`src/rtl/pc_pkg.sv`:
```
// pc_pkg: shared definitions for the fetch program counter slice.
//   - Next-PC source encodings, listed from highest to lowest priority.
//   - ras_ptr_width(): pointer width for a RAS of a given depth.
package pc_pkg;

  localparam logic [2:0] SRC_TRAP = 3'd0;
  localparam logic [2:0] SRC_TRET = 3'd1;
  localparam logic [2:0] SRC_RET  = 3'd2;
  localparam logic [2:0] SRC_JB   = 3'd3;
  localparam logic [2:0] SRC_HOLD = 3'd4;
  localparam logic [2:0] SRC_SEQ  = 3'd5;

  function automatic int ras_ptr_width(input int depth);
    return $clog2(depth);
  endfunction

endpackage

```
`src/rtl/pc_unit_if.sv`:
```
// pc_unit_if: control and status bundle between the fetch controller and
// the program counter.
//   Controller -> PC : stall, jb_enable, jb_value, call, ret,
//                      trap_enable, trap_vector, trap_return
//   PC -> controller : pc, pc_next, epc, ras_top, ras_empty, ras_full,
//                      misaligned
// master = fetch controller side, slave = pc_unit side.
interface pc_unit_if #(
  parameter int XLEN = 32
);

  logic            stall;
  logic            jb_enable;
  logic [XLEN-1:0] jb_value;
  logic            call;
  logic            ret;
  logic            trap_enable;
  logic [XLEN-1:0] trap_vector;
  logic            trap_return;

  logic [XLEN-1:0] pc;
  logic [XLEN-1:0] pc_next;
  logic [XLEN-1:0] epc;
  logic [XLEN-1:0] ras_top;
  logic            ras_empty;
  logic            ras_full;
  logic            misaligned;

  modport master (
    output stall, jb_enable, jb_value, call, ret,
           trap_enable, trap_vector, trap_return,
    input  pc, pc_next, epc, ras_top, ras_empty, ras_full, misaligned
  );

  modport slave (
    input  stall, jb_enable, jb_value, call, ret,
           trap_enable, trap_vector, trap_return,
    output pc, pc_next, epc, ras_top, ras_empty, ras_full, misaligned
  );

endinterface

```
`src/rtl/pc_unit_ras_stack.sv`:
```
// ras_stack: circular return-address stack.
//   clk, reset : clock and asynchronous active-high reset (clears count)
//   push, pop  : push wdata / drop top; both together replace the top
//   wdata      : return address to store
//   top        : current top entry, 0 when empty
//   empty/full : count is 0 / RAS_DEPTH
// A push while full advances the pointer onto the oldest slot, so the
// oldest return address is silently overwritten and the count saturates.
module ras_stack
  import pc_pkg::*;
#(
  parameter int XLEN      = 32,
  parameter int RAS_DEPTH = 4
) (
  input  logic            clk,
  input  logic            reset,
  input  logic            push,
  input  logic            pop,
  input  logic [XLEN-1:0] wdata,
  output logic [XLEN-1:0] top,
  output logic            empty,
  output logic            full
);

  localparam int PTR_W = ras_ptr_width(RAS_DEPTH);
  localparam int CNT_W = PTR_W + 1;
  localparam logic [CNT_W-1:0] CNT_MAX = CNT_W'(RAS_DEPTH);

  logic [XLEN-1:0]  mem_q [RAS_DEPTH];
  logic [PTR_W-1:0] top_ptr_q, top_ptr_d;
  logic [CNT_W-1:0] count_q, count_d;
  logic             wr_en;
  logic [PTR_W-1:0] wr_ptr;

  assign empty = (count_q == '0);
  assign full  = (count_q == CNT_MAX);
  assign top   = empty ? '0 : mem_q[top_ptr_q];

  // Replace-top only makes sense with something on the stack; on an empty
  // stack push+pop falls through to an ordinary push.
  always_comb begin
    top_ptr_d = top_ptr_q;
    count_d   = count_q;
    wr_en     = 1'b0;
    wr_ptr    = top_ptr_q;
    if (push && pop && !empty) begin
      wr_en  = 1'b1;
      wr_ptr = top_ptr_q;
    end else if (push) begin
      top_ptr_d = top_ptr_q + PTR_W'(1);
      wr_en     = 1'b1;
      wr_ptr    = top_ptr_q + PTR_W'(1);
      if (!full) count_d = count_q + CNT_W'(1);
    end else if (pop && !empty) begin
      top_ptr_d = top_ptr_q - PTR_W'(1);
      count_d   = count_q - CNT_W'(1);
    end
  end

  always_ff @(posedge clk or posedge reset) begin
    if (reset) begin
      top_ptr_q <= '0;
      count_q   <= '0;
    end else begin
      top_ptr_q <= top_ptr_d;
      count_q   <= count_d;
    end
  end

  // Entry storage needs no reset: nothing is visible until count > 0.
  always_ff @(posedge clk) begin
    if (wr_en) mem_q[wr_ptr] <= wdata;
  end

endmodule

```
`src/rtl/pc_unit.sv`:
```
// pc_unit: fetch-stage program counter.
//   clk, reset : clock and asynchronous active-high reset
//   pc_bus     : pc_unit_if slave port carrying stall, jump/branch redirect
//                (with call/ret qualifiers), trap entry/return and the
//                pc, pc_next, epc, RAS status and misaligned outputs.
// Next-PC priority: trap > trap return > RAS return > jump/branch > stall
// > sequential. Redirects always override stall.
module pc_unit
  import pc_pkg::*;
#(
  parameter int              XLEN         = 32,
  parameter logic [XLEN-1:0] RESET_VECTOR = '0,
  parameter int              STEP         = 4,
  parameter int              RAS_DEPTH    = 4
) (
  input logic    clk,
  input logic    reset,
  pc_unit_if.slave pc_bus
);

  localparam logic [XLEN-1:0] STEP_X = XLEN'(STEP);

  logic [XLEN-1:0] pc_q, pc_d;
  logic [XLEN-1:0] epc_q, epc_d;
  logic [XLEN-1:0] seq_pc;
  logic [2:0]      src;
  logic            redirect;
  logic            ras_push, ras_pop;
  logic [XLEN-1:0] ras_top;
  logic            ras_empty, ras_full;

  ras_stack #(
    .XLEN      (XLEN),
    .RAS_DEPTH (RAS_DEPTH)
  ) u_ras (
    .clk   (clk),
    .reset (reset),
    .push  (ras_push),
    .pop   (ras_pop),
    .wdata (seq_pc),
    .top   (ras_top),
    .empty (ras_empty),
    .full  (ras_full)
  );

  always_comb begin
    seq_pc = pc_q + STEP_X;
    src    = SRC_SEQ;
    pc_d   = seq_pc;
    if (pc_bus.trap_enable) begin
      src  = SRC_TRAP;
      pc_d = pc_bus.trap_vector;
    end else if (pc_bus.trap_return) begin
      src  = SRC_TRET;
      pc_d = epc_q;
    end else if (pc_bus.jb_enable && pc_bus.ret) begin
      src  = SRC_RET;
      pc_d = ras_empty ? pc_bus.jb_value : ras_top;
    end else if (pc_bus.jb_enable) begin
      src  = SRC_JB;
      pc_d = pc_bus.jb_value;
    end else if (pc_bus.stall) begin
      src  = SRC_HOLD;
      pc_d = pc_q;
    end
    epc_d = pc_bus.trap_enable ? pc_q : epc_q;
  end

  // The RAS only moves when a plain jump/branch wins arbitration, so a
  // simultaneous trap or trap return leaves it untouched.
  assign ras_push = ((src == SRC_RET) || (src == SRC_JB)) && pc_bus.call;
  assign ras_pop  = (src == SRC_RET);

  assign redirect = (src == SRC_TRAP) || (src == SRC_TRET) ||
                    (src == SRC_RET)  || (src == SRC_JB);

  always_ff @(posedge clk or posedge reset) begin
    if (reset) begin
      pc_q  <= RESET_VECTOR;
      epc_q <= RESET_VECTOR;
    end else begin
      pc_q  <= pc_d;
      epc_q <= epc_d;
    end
  end

  assign pc_bus.pc         = pc_q;
  assign pc_bus.pc_next    = pc_d;
  assign pc_bus.epc        = epc_q;
  assign pc_bus.ras_top    = ras_top;
  assign pc_bus.ras_empty  = ras_empty;
  assign pc_bus.ras_full   = ras_full;
  // Remainder by a constant STEP; for STEP=1 this is identically zero.
  assign pc_bus.misaligned = redirect && ((pc_d % STEP_X) != '0);

endmodule

```
`src/flat_wrapper.sv`:
```
// flat-port wrapper written by rule: the top's interface ports become plain ports
module pc_unit_flat import pc_pkg::*;
#(
  parameter int              XLEN         = 32,
  parameter logic [XLEN-1:0] RESET_VECTOR = '0,
  parameter int              STEP         = 4,
  parameter int              RAS_DEPTH    = 4
)
  (clk, reset, pc_bus_stall, pc_bus_jb_enable, pc_bus_jb_value, pc_bus_call, pc_bus_ret, pc_bus_trap_enable, pc_bus_trap_vector, pc_bus_trap_return, pc_bus_pc, pc_bus_pc_next, pc_bus_epc, pc_bus_ras_top, pc_bus_ras_empty, pc_bus_ras_full, pc_bus_misaligned);
  pc_unit_if #(.XLEN(XLEN)) pc_bus_i ();
  input logic clk;
  input logic reset;
  input wire logic [$bits(pc_bus_i.stall)-1:0] pc_bus_stall;
  input wire logic [$bits(pc_bus_i.jb_enable)-1:0] pc_bus_jb_enable;
  input wire logic [$bits(pc_bus_i.jb_value)-1:0] pc_bus_jb_value;
  input wire logic [$bits(pc_bus_i.call)-1:0] pc_bus_call;
  input wire logic [$bits(pc_bus_i.ret)-1:0] pc_bus_ret;
  input wire logic [$bits(pc_bus_i.trap_enable)-1:0] pc_bus_trap_enable;
  input wire logic [$bits(pc_bus_i.trap_vector)-1:0] pc_bus_trap_vector;
  input wire logic [$bits(pc_bus_i.trap_return)-1:0] pc_bus_trap_return;
  output wire logic [$bits(pc_bus_i.pc)-1:0] pc_bus_pc;
  output wire logic [$bits(pc_bus_i.pc_next)-1:0] pc_bus_pc_next;
  output wire logic [$bits(pc_bus_i.epc)-1:0] pc_bus_epc;
  output wire logic [$bits(pc_bus_i.ras_top)-1:0] pc_bus_ras_top;
  output wire logic [$bits(pc_bus_i.ras_empty)-1:0] pc_bus_ras_empty;
  output wire logic [$bits(pc_bus_i.ras_full)-1:0] pc_bus_ras_full;
  output wire logic [$bits(pc_bus_i.misaligned)-1:0] pc_bus_misaligned;
  assign pc_bus_i.stall = pc_bus_stall;
  assign pc_bus_i.jb_enable = pc_bus_jb_enable;
  assign pc_bus_i.jb_value = pc_bus_jb_value;
  assign pc_bus_i.call = pc_bus_call;
  assign pc_bus_i.ret = pc_bus_ret;
  assign pc_bus_i.trap_enable = pc_bus_trap_enable;
  assign pc_bus_i.trap_vector = pc_bus_trap_vector;
  assign pc_bus_i.trap_return = pc_bus_trap_return;
  assign pc_bus_pc = pc_bus_i.pc;
  assign pc_bus_pc_next = pc_bus_i.pc_next;
  assign pc_bus_epc = pc_bus_i.epc;
  assign pc_bus_ras_top = pc_bus_i.ras_top;
  assign pc_bus_ras_empty = pc_bus_i.ras_empty;
  assign pc_bus_ras_full = pc_bus_i.ras_full;
  assign pc_bus_misaligned = pc_bus_i.misaligned;
  pc_unit #(.XLEN(XLEN), .RESET_VECTOR(RESET_VECTOR), .STEP(STEP), .RAS_DEPTH(RAS_DEPTH)) u_core (.clk(clk), .reset(reset), .pc_bus(pc_bus_i));
endmodule
```
`config.mk`:
```
export PLATFORM = sky130hd
export DESIGN_NAME = pc_unit_flat
export DESIGN_NICKNAME = d
export VERILOG_FILES = /design/src/rtl/pc_pkg.sv /design/src/rtl/pc_unit_if.sv /design/src/rtl/pc_unit_ras_stack.sv /design/src/rtl/pc_unit.sv /design/src/flat_wrapper.sv
export SDC_FILE = /design/constraint.sdc
export NUM_CORES = 1
export LEC_CHECK = 0
export CAP_MARGIN = 30
export CORE_MARGIN = 10
export CORE_UTILIZATION = 50
export DETAILED_ROUTE_END_ITERATION = 10
export GPL_TIMING_DRIVEN = 0
export HOLD_SLACK_MARGIN = 0.03
export PLACE_DENSITY = 0.89
export SETUP_SLACK_MARGIN = 0.4
export SLEW_MARGIN = 5
export SYNTH_ARGS = -nofsm -noshare
export SYNTH_HDL_FRONTEND = slang
export SYNTH_SLANG_ARGS = --single-unit
export TNS_END_PERCENT = 20
```
`constraint.sdc`:
```
create_clock -name clk -period 5 [get_ports clk]
set_input_delay 1 -clock clk [delete_from_list [all_inputs] [get_ports clk]]
set_output_delay 1 -clock clk [all_outputs]
set_load 0.02 [all_outputs]
```
Word-level counts from Yosys, hierarchy flattened
Memory sizes are Yosys's and may differ from the RTL's. Index checks and enable logic that the tools add are counted.

$add $sub $neg: 5. Equal/unequal tests: 5. Mux-type cells: 23. Bitwise operators: 1. Reduce and logical (&&, ||, !) cells: 17.

Operators with widths (number): 32-bit 2-to-1 mux (7); 32-bit by 3-bit adder with 32-bit output, second input constant (1); 32-bit nonzero test (1); 3-bit 2-to-1 mux (7); 2-bit 2-to-1 mux (4); 3-bit by 2-bit equality test with 1-bit output, second input constant (2); 1-bit logical AND (6); 3-bit logical NOT (2); 1-bit 2-to-1 mux (5); 1-bit logical OR (4); 3-bit by 1-bit adder with 3-bit output, second input constant (1); 3-bit by 1-bit equality test with 1-bit output, second input constant (1); 3-bit equality test, second input constant (1); 3-bit AND reduction (1); 3-bit by 1-bit subtractor with 3-bit output, second input constant (1); 2-bit by 1-bit adder with 2-bit output, second input constant (1); 2-bit inequality test, second input constant (1); 2-bit AND reduction (1); 2-bit nonzero test (1); 2-bit by 1-bit subtractor with 2-bit output, second input constant (1); 1-bit logical NOT (1); 1-bit NOT (1).

Register bits after elaboration: 69. Memory bits (writable): 128. Input port bits: 72. Memories: 1.

Memory list: u_core.u_ras.mem_q (depth 4, width 32, rd ports 1, clocked after Yosys merged registers in 0, write ports 1, line pc_unit_ras_stack.sv:29) `logic [XLEN-1:0] mem_q [RAS_DEPTH];`.

Depth between registers and ports, before layout
Depth in word-level cells: 13. Mapped depth: 10. Mapped depth without buffers: 8.

Cells and area by module
From an unflattened synthesis, not the netlist that was laid out.

Cell total of the unflattened synthesis: 740. Area, all modules: 9998.3 µm².

By module, submodules not included: ras_stack (times used 1, cells an instance 263, area each 5340.1 µm²); pc_unit (times used 1, cells an instance 477, area each 4658.2 µm²).

Worst setup path after synthesis
No wires, ideal clock.

Path kind: input port to flip-flop. Start point: input pc_bus_trap_enable. End point: memory u_core.u_ras.mem_q[3][0] (enable). Library setup time: 0.432 ns. Data arrival time: 4.365 ns. Required time: 4.568 ns. Path slack: 0.204 ns. Stages: 10. Path buffers: 2. Path through: or2_2 > clkbuf_1 > nor2_1 > clkbuf_1 > nand2_1 > ha_1 > nand2_1 > o21ai_0 > nand2_1 > a21oi_1.

Cells in the longest elaborated chain, start to end: 9.

Ends and longest elaborated chain: start, declared (line flat_wrapper.sv:18) `input wire logic [$bits(pc_bus_i.trap_enable)-1:0] pc_bus_trap_enable;`; 3-bit 2-to-1 mux * (line pc_unit.sv:50) `if (pc_bus.trap_enable) begin`; 3-bit by 2-bit equality test with 1-bit output (on tied branches) (line pc_unit.sv:71, pc_unit.sv:72); 1-bit logical OR (line pc_unit.sv:71) `assign ras_push = ((src == SRC_RET) || (src == SRC_JB)) && pc_bus.call;`; 1-bit logical AND (line pc_unit.sv:71); 1-bit logical AND (2 in a row) (line pc_unit_ras_stack.sv:46) `if (push && pop && !empty) begin`; 1-bit 2-to-1 mux (line pc_unit_ras_stack.sv:46); 1-bit 2-to-1 mux (line pc_unit_ras_stack.sv:72) `if (wr_en) mem_q[wr_ptr] <= wdata;`; 1-bit 2-to-1 mux (not written as such) (line pc_unit_ras_stack.sv:72); end, declared (line pc_unit_ras_stack.sv:29).

Mark *: on every way between the ends. The rest lies on a longest branch, timed or not.

Worst setup path in the final report
Start point: input pc_bus_jb_enable. End point: output pc_bus_pc_next[19].

Cells in the longest elaborated chain, start to end: 4.

Ends and longest elaborated chain: start, declared (line flat_wrapper.sv:14) `input wire logic [$bits(pc_bus_i.jb_enable)-1:0] pc_bus_jb_enable;`; 32-bit 2-to-1 mux or 1-bit logical AND (tied branches) (line pc_unit.sv:59, pc_unit.sv:56); 32-bit 2-to-1 mux * (line pc_unit.sv:56) `end else if (pc_bus.jb_enable && pc_bus.ret) begin`; 32-bit 2-to-1 mux * (line pc_unit.sv:53) `end else if (pc_bus.trap_return) begin`; 32-bit 2-to-1 mux * (line pc_unit.sv:50); end, declared (line flat_wrapper.sv:22) `output wire logic [$bits(pc_bus_i.pc_next)-1:0] pc_bus_pc_next;`.

Marked as above.

==> run_results.csv <==
group,metric,value,unit
placed_design,post-place-ws,-0.541,ns
power_and_ir_drop,power_leakage,0.00456,µW
routing,drc,0,
clocking,clockBufferDepth,2,
setup_path,worstSetupPathType,"input pin to output pin",
clocking,clk_pin_slew,0.07,ns
power_and_ir_drop,power.density,474,nW/µm²
global_routing,antenna_found_initial,1,
yosys,postSynth.asyncResetShare,35.0,%
clocking,tritoncts,"done",
timing,fin_crit,4.72,ns
final_layout,area_growth,33.9,%
final_layout,fin_nets,1045,
global_routing,grt_pass1_wl,50.5,mm
clocking,clk-insertion-delay-late,0.45,ns
job,drv_cap,0,
status,status,"finished clean",
timing,fin_tns_setup,0,ns
timing,maxSlewViolCount,0,
routing,firstDrtPassIters,6,
setup_path,arrival,3.72,ns
yosys,synth_cells,738,
timing,setup_violations,0,
floorplan,start_util,51.0,%
setup_path,crit_path_end_kind,"output pin",
clocking,postCtsHoldBufs,0,
routing,vias_per_cell,6.62,
setup_path,path_max_fanout,10,
yosys,ys_warn_count,0,
global_routing,grt_max_degree,42,
floorplan,die_x,158,µm
placed_design,globalplace.congestion,0.881,
timing,finalHoldViolCount,0,
timing,period_share,94.4,%
timing,fmax,212,MHz
global_routing,grt_usage,27.2,%
timing,rsz0062_at_grt,"true",
setup_path,required,4.00,ns
floorplan,dieArea,25000,µm²
setup_path,startpoint_type,"input pin",
clocking,cts_root_buf,"clkbuf_16",
placed_design,portBuffers,201,
yosys,synth.distinct_cells,68,
final_layout,drive_above_1_share,17.6,%
yosys,seq_area_frac_synth,58.4,%
timing,skew,0.00898,ns
yosys,synth_flop_cell,"edfxtp_1",
final_layout,finalNonFillerCells,1217,
placed_design,hpwl,23.9,mm
yosys,syn-num-nets,814,
timing,worst_pin_slew,0.930,ns
timing,setup_slack,0.282,ns
clocking,clock_sinks,197,
routing,wl_per_cell,28.2,µm
yosys,syn-cell-area,9530,µm²
timing,relSlewSlack,38.0,%
floorplan,rows,50,
routing,routed_wl,34.3,mm
min_path,holdCritPathClass,"register to register",
floorplan,die_y,158,µm
floorplan,ios,203,
routing,ant_nets,0,
clocking,htreeDepth,4,
clocking,cts_buffers,17,
final_layout,fin_util,68.2,%
floorplan,core,18700,µm²
global_routing,grt_pass1_vias,8233,
placed_design,dp.cells,1179,
power_and_ir_drop,max-vdd-ir-drop,0.341,mV
routing,drt-initial-drc-count,1278,
routing,vias,8061,
yosys,ys_ff_latch,197,
yosys,avgSynthCellArea,12.9,µm²
global_routing,grt.overflow.total,0,
yosys,synth-edff-count,128,
-- what timing repair did --
action                                  CTS  global route
resized for setup                        32            15
endpoints found under the hold margin     0             0
endpoints found under the setup margin  166           145
setup buffers                             2             3
pin swaps                                 2             1
-- final cells by class --
type / instances / area, µm²
plain buffers: 51 / 279
clock buffers: 17 / 425
clock inverters: 15 / 168
fillers: 1205 / 5940
multi-input cells: 476 / 3760
inverters: 14 / 55.1
well taps: 234 / 293
diodes: 1 / 2.50
flip-flops and latches: 197 / 5570
repair buffers: 212 / 2210
-- where the power goes --
group,internal [µW],total [µW],switching (µW)
Combinational,1130,2560,1430
Clock,751,1410,661
Sequential,1920,2080,163
-- per-layer routing --
metal / up-vias / GRT usage, % / part of all wire [%]
met5: - / 0 / 0
met2: 697 / 44.3 / 48
met1: 3962 / 32.1 / 34
met4: 0 / 11.1 / 4.2
met3: 130 / 9.63 / 14
li1: 3272 / - / -
-- state kept, by name, summed over array words and instances, names as in the netlist --
name,flops
u_core.u_ras.mem_q,128
u_core.pc_bus.epc,32
u_core.pc_bus.pc,32
u_core.u_ras.count_q,3
u_core.u_ras.top_ptr_q,2
-- critical path: stages --
cell             delay (ns)
clkdlybuf4s50_1        0.55
clkbuf_2               0.31
inv_1                  0.24
nor2_4                 0.38
a22oi_1                0.15
and3_1                 0.24
a21oi_2                0.18
clkdlybuf4s50_1        0.66
-- cell usage in the layout (no fill, tap or decap), drive strengths merged, types with 6 or more instances in the layout --
master and count:
xnor2 29, a31oi 12, inv 22, o22ai 14, or2 7, a221o 8, nand4 18, clkdlybuf4s50 200
nand2b 6, nor3 9, and3 6, dfrtp 69, mux4 32, a31o 7, nor2 39, nand3 19
a2bb2oi 6, o21ai 17, clkbuf 55, a21oi 24, or3 6, xor2 9, buf 24, and2 37
edfxtp 128, nand2 67, mux2 32, a221oi 10, nor4 8
-- cell usage after synthesis, types with 7 or more instances --
cell      instances  area (µm²)
a21oi_1          23         115
a221o_1           8        80.1
a221oi_1         10        87.6
a31o_2            7        61.3
a31oi_1          12        75.1
and2_1           34         213
buf_1             7        26.3
clkbuf_1         34         128
dfrtp_1          69        1730
edfxtp_1        128        3840
inv_1            14        52.6
mux2_2           32         360
mux4_2           32         721
nand2_1          66         248
nand3_1          19        95.1
nand4_1          16         100
nor2_1           39         146
nor3_1            9        45.0
nor4_1            7        43.8
o21ai_0          17        85.1
o22ai_1          14        87.6
xnor2_1          29         254
xor2_1            9        78.8
-- worst paths after layout --
check	slack [ns]	from	cells past startpoint	to
worst max register to register	1.48	u_core.u_ras.top_ptr_q[0]$_DFFE_PP0P_	8	u_core.u_ras.mem_q[2][25]$_DFFE_PP_
worst max-delay path	0.28	pc_bus_jb_enable	8	pc_bus_pc_next[19]
worst min register to register	0.54	u_core.pc_bus.epc[26]$_DFFE_PP0P_	1	u_core.pc_bus.epc[26]$_DFFE_PP0P_
max in group asynchronous	3.52	reset	3	u_core.pc_bus.pc[2]$_DFF_PP0_
worst min-delay path	0.54	u_core.pc_bus.epc[26]$_DFFE_PP0P_	1	u_core.pc_bus.epc[26]$_DFFE_PP0P_
min in group asynchronous	0.90	reset	2	u_core.pc_bus.epc[30]$_DFFE_PP0P_
-- cells by family after synthesis --
group	count (synthesis)	share of synthesized area (%)
multiplexers	68	11.8
AO/OA/AOI/OAI	128	9.45
AND/OR/NAND/NOR	238	13.2
adder cells (fa/ha/maj)	4	0.604
buffers and inverters	65	3.02
XOR/XNOR	38	3.49
flip-flops	197	58.4
-- stage by stage --
stage	hold WS, ns	cell area, µm²	power (µW)
after floorplan	0.505	9540	3450
after global placement	0.512	11800	4510
after detailed placement	0.518	12000	4580
after CTS	0.534	12700	6000
after global routing	0.555	12800	6250
final	0.536	12800	6050
No activity file was read; power rests on OpenSTA's default activity.
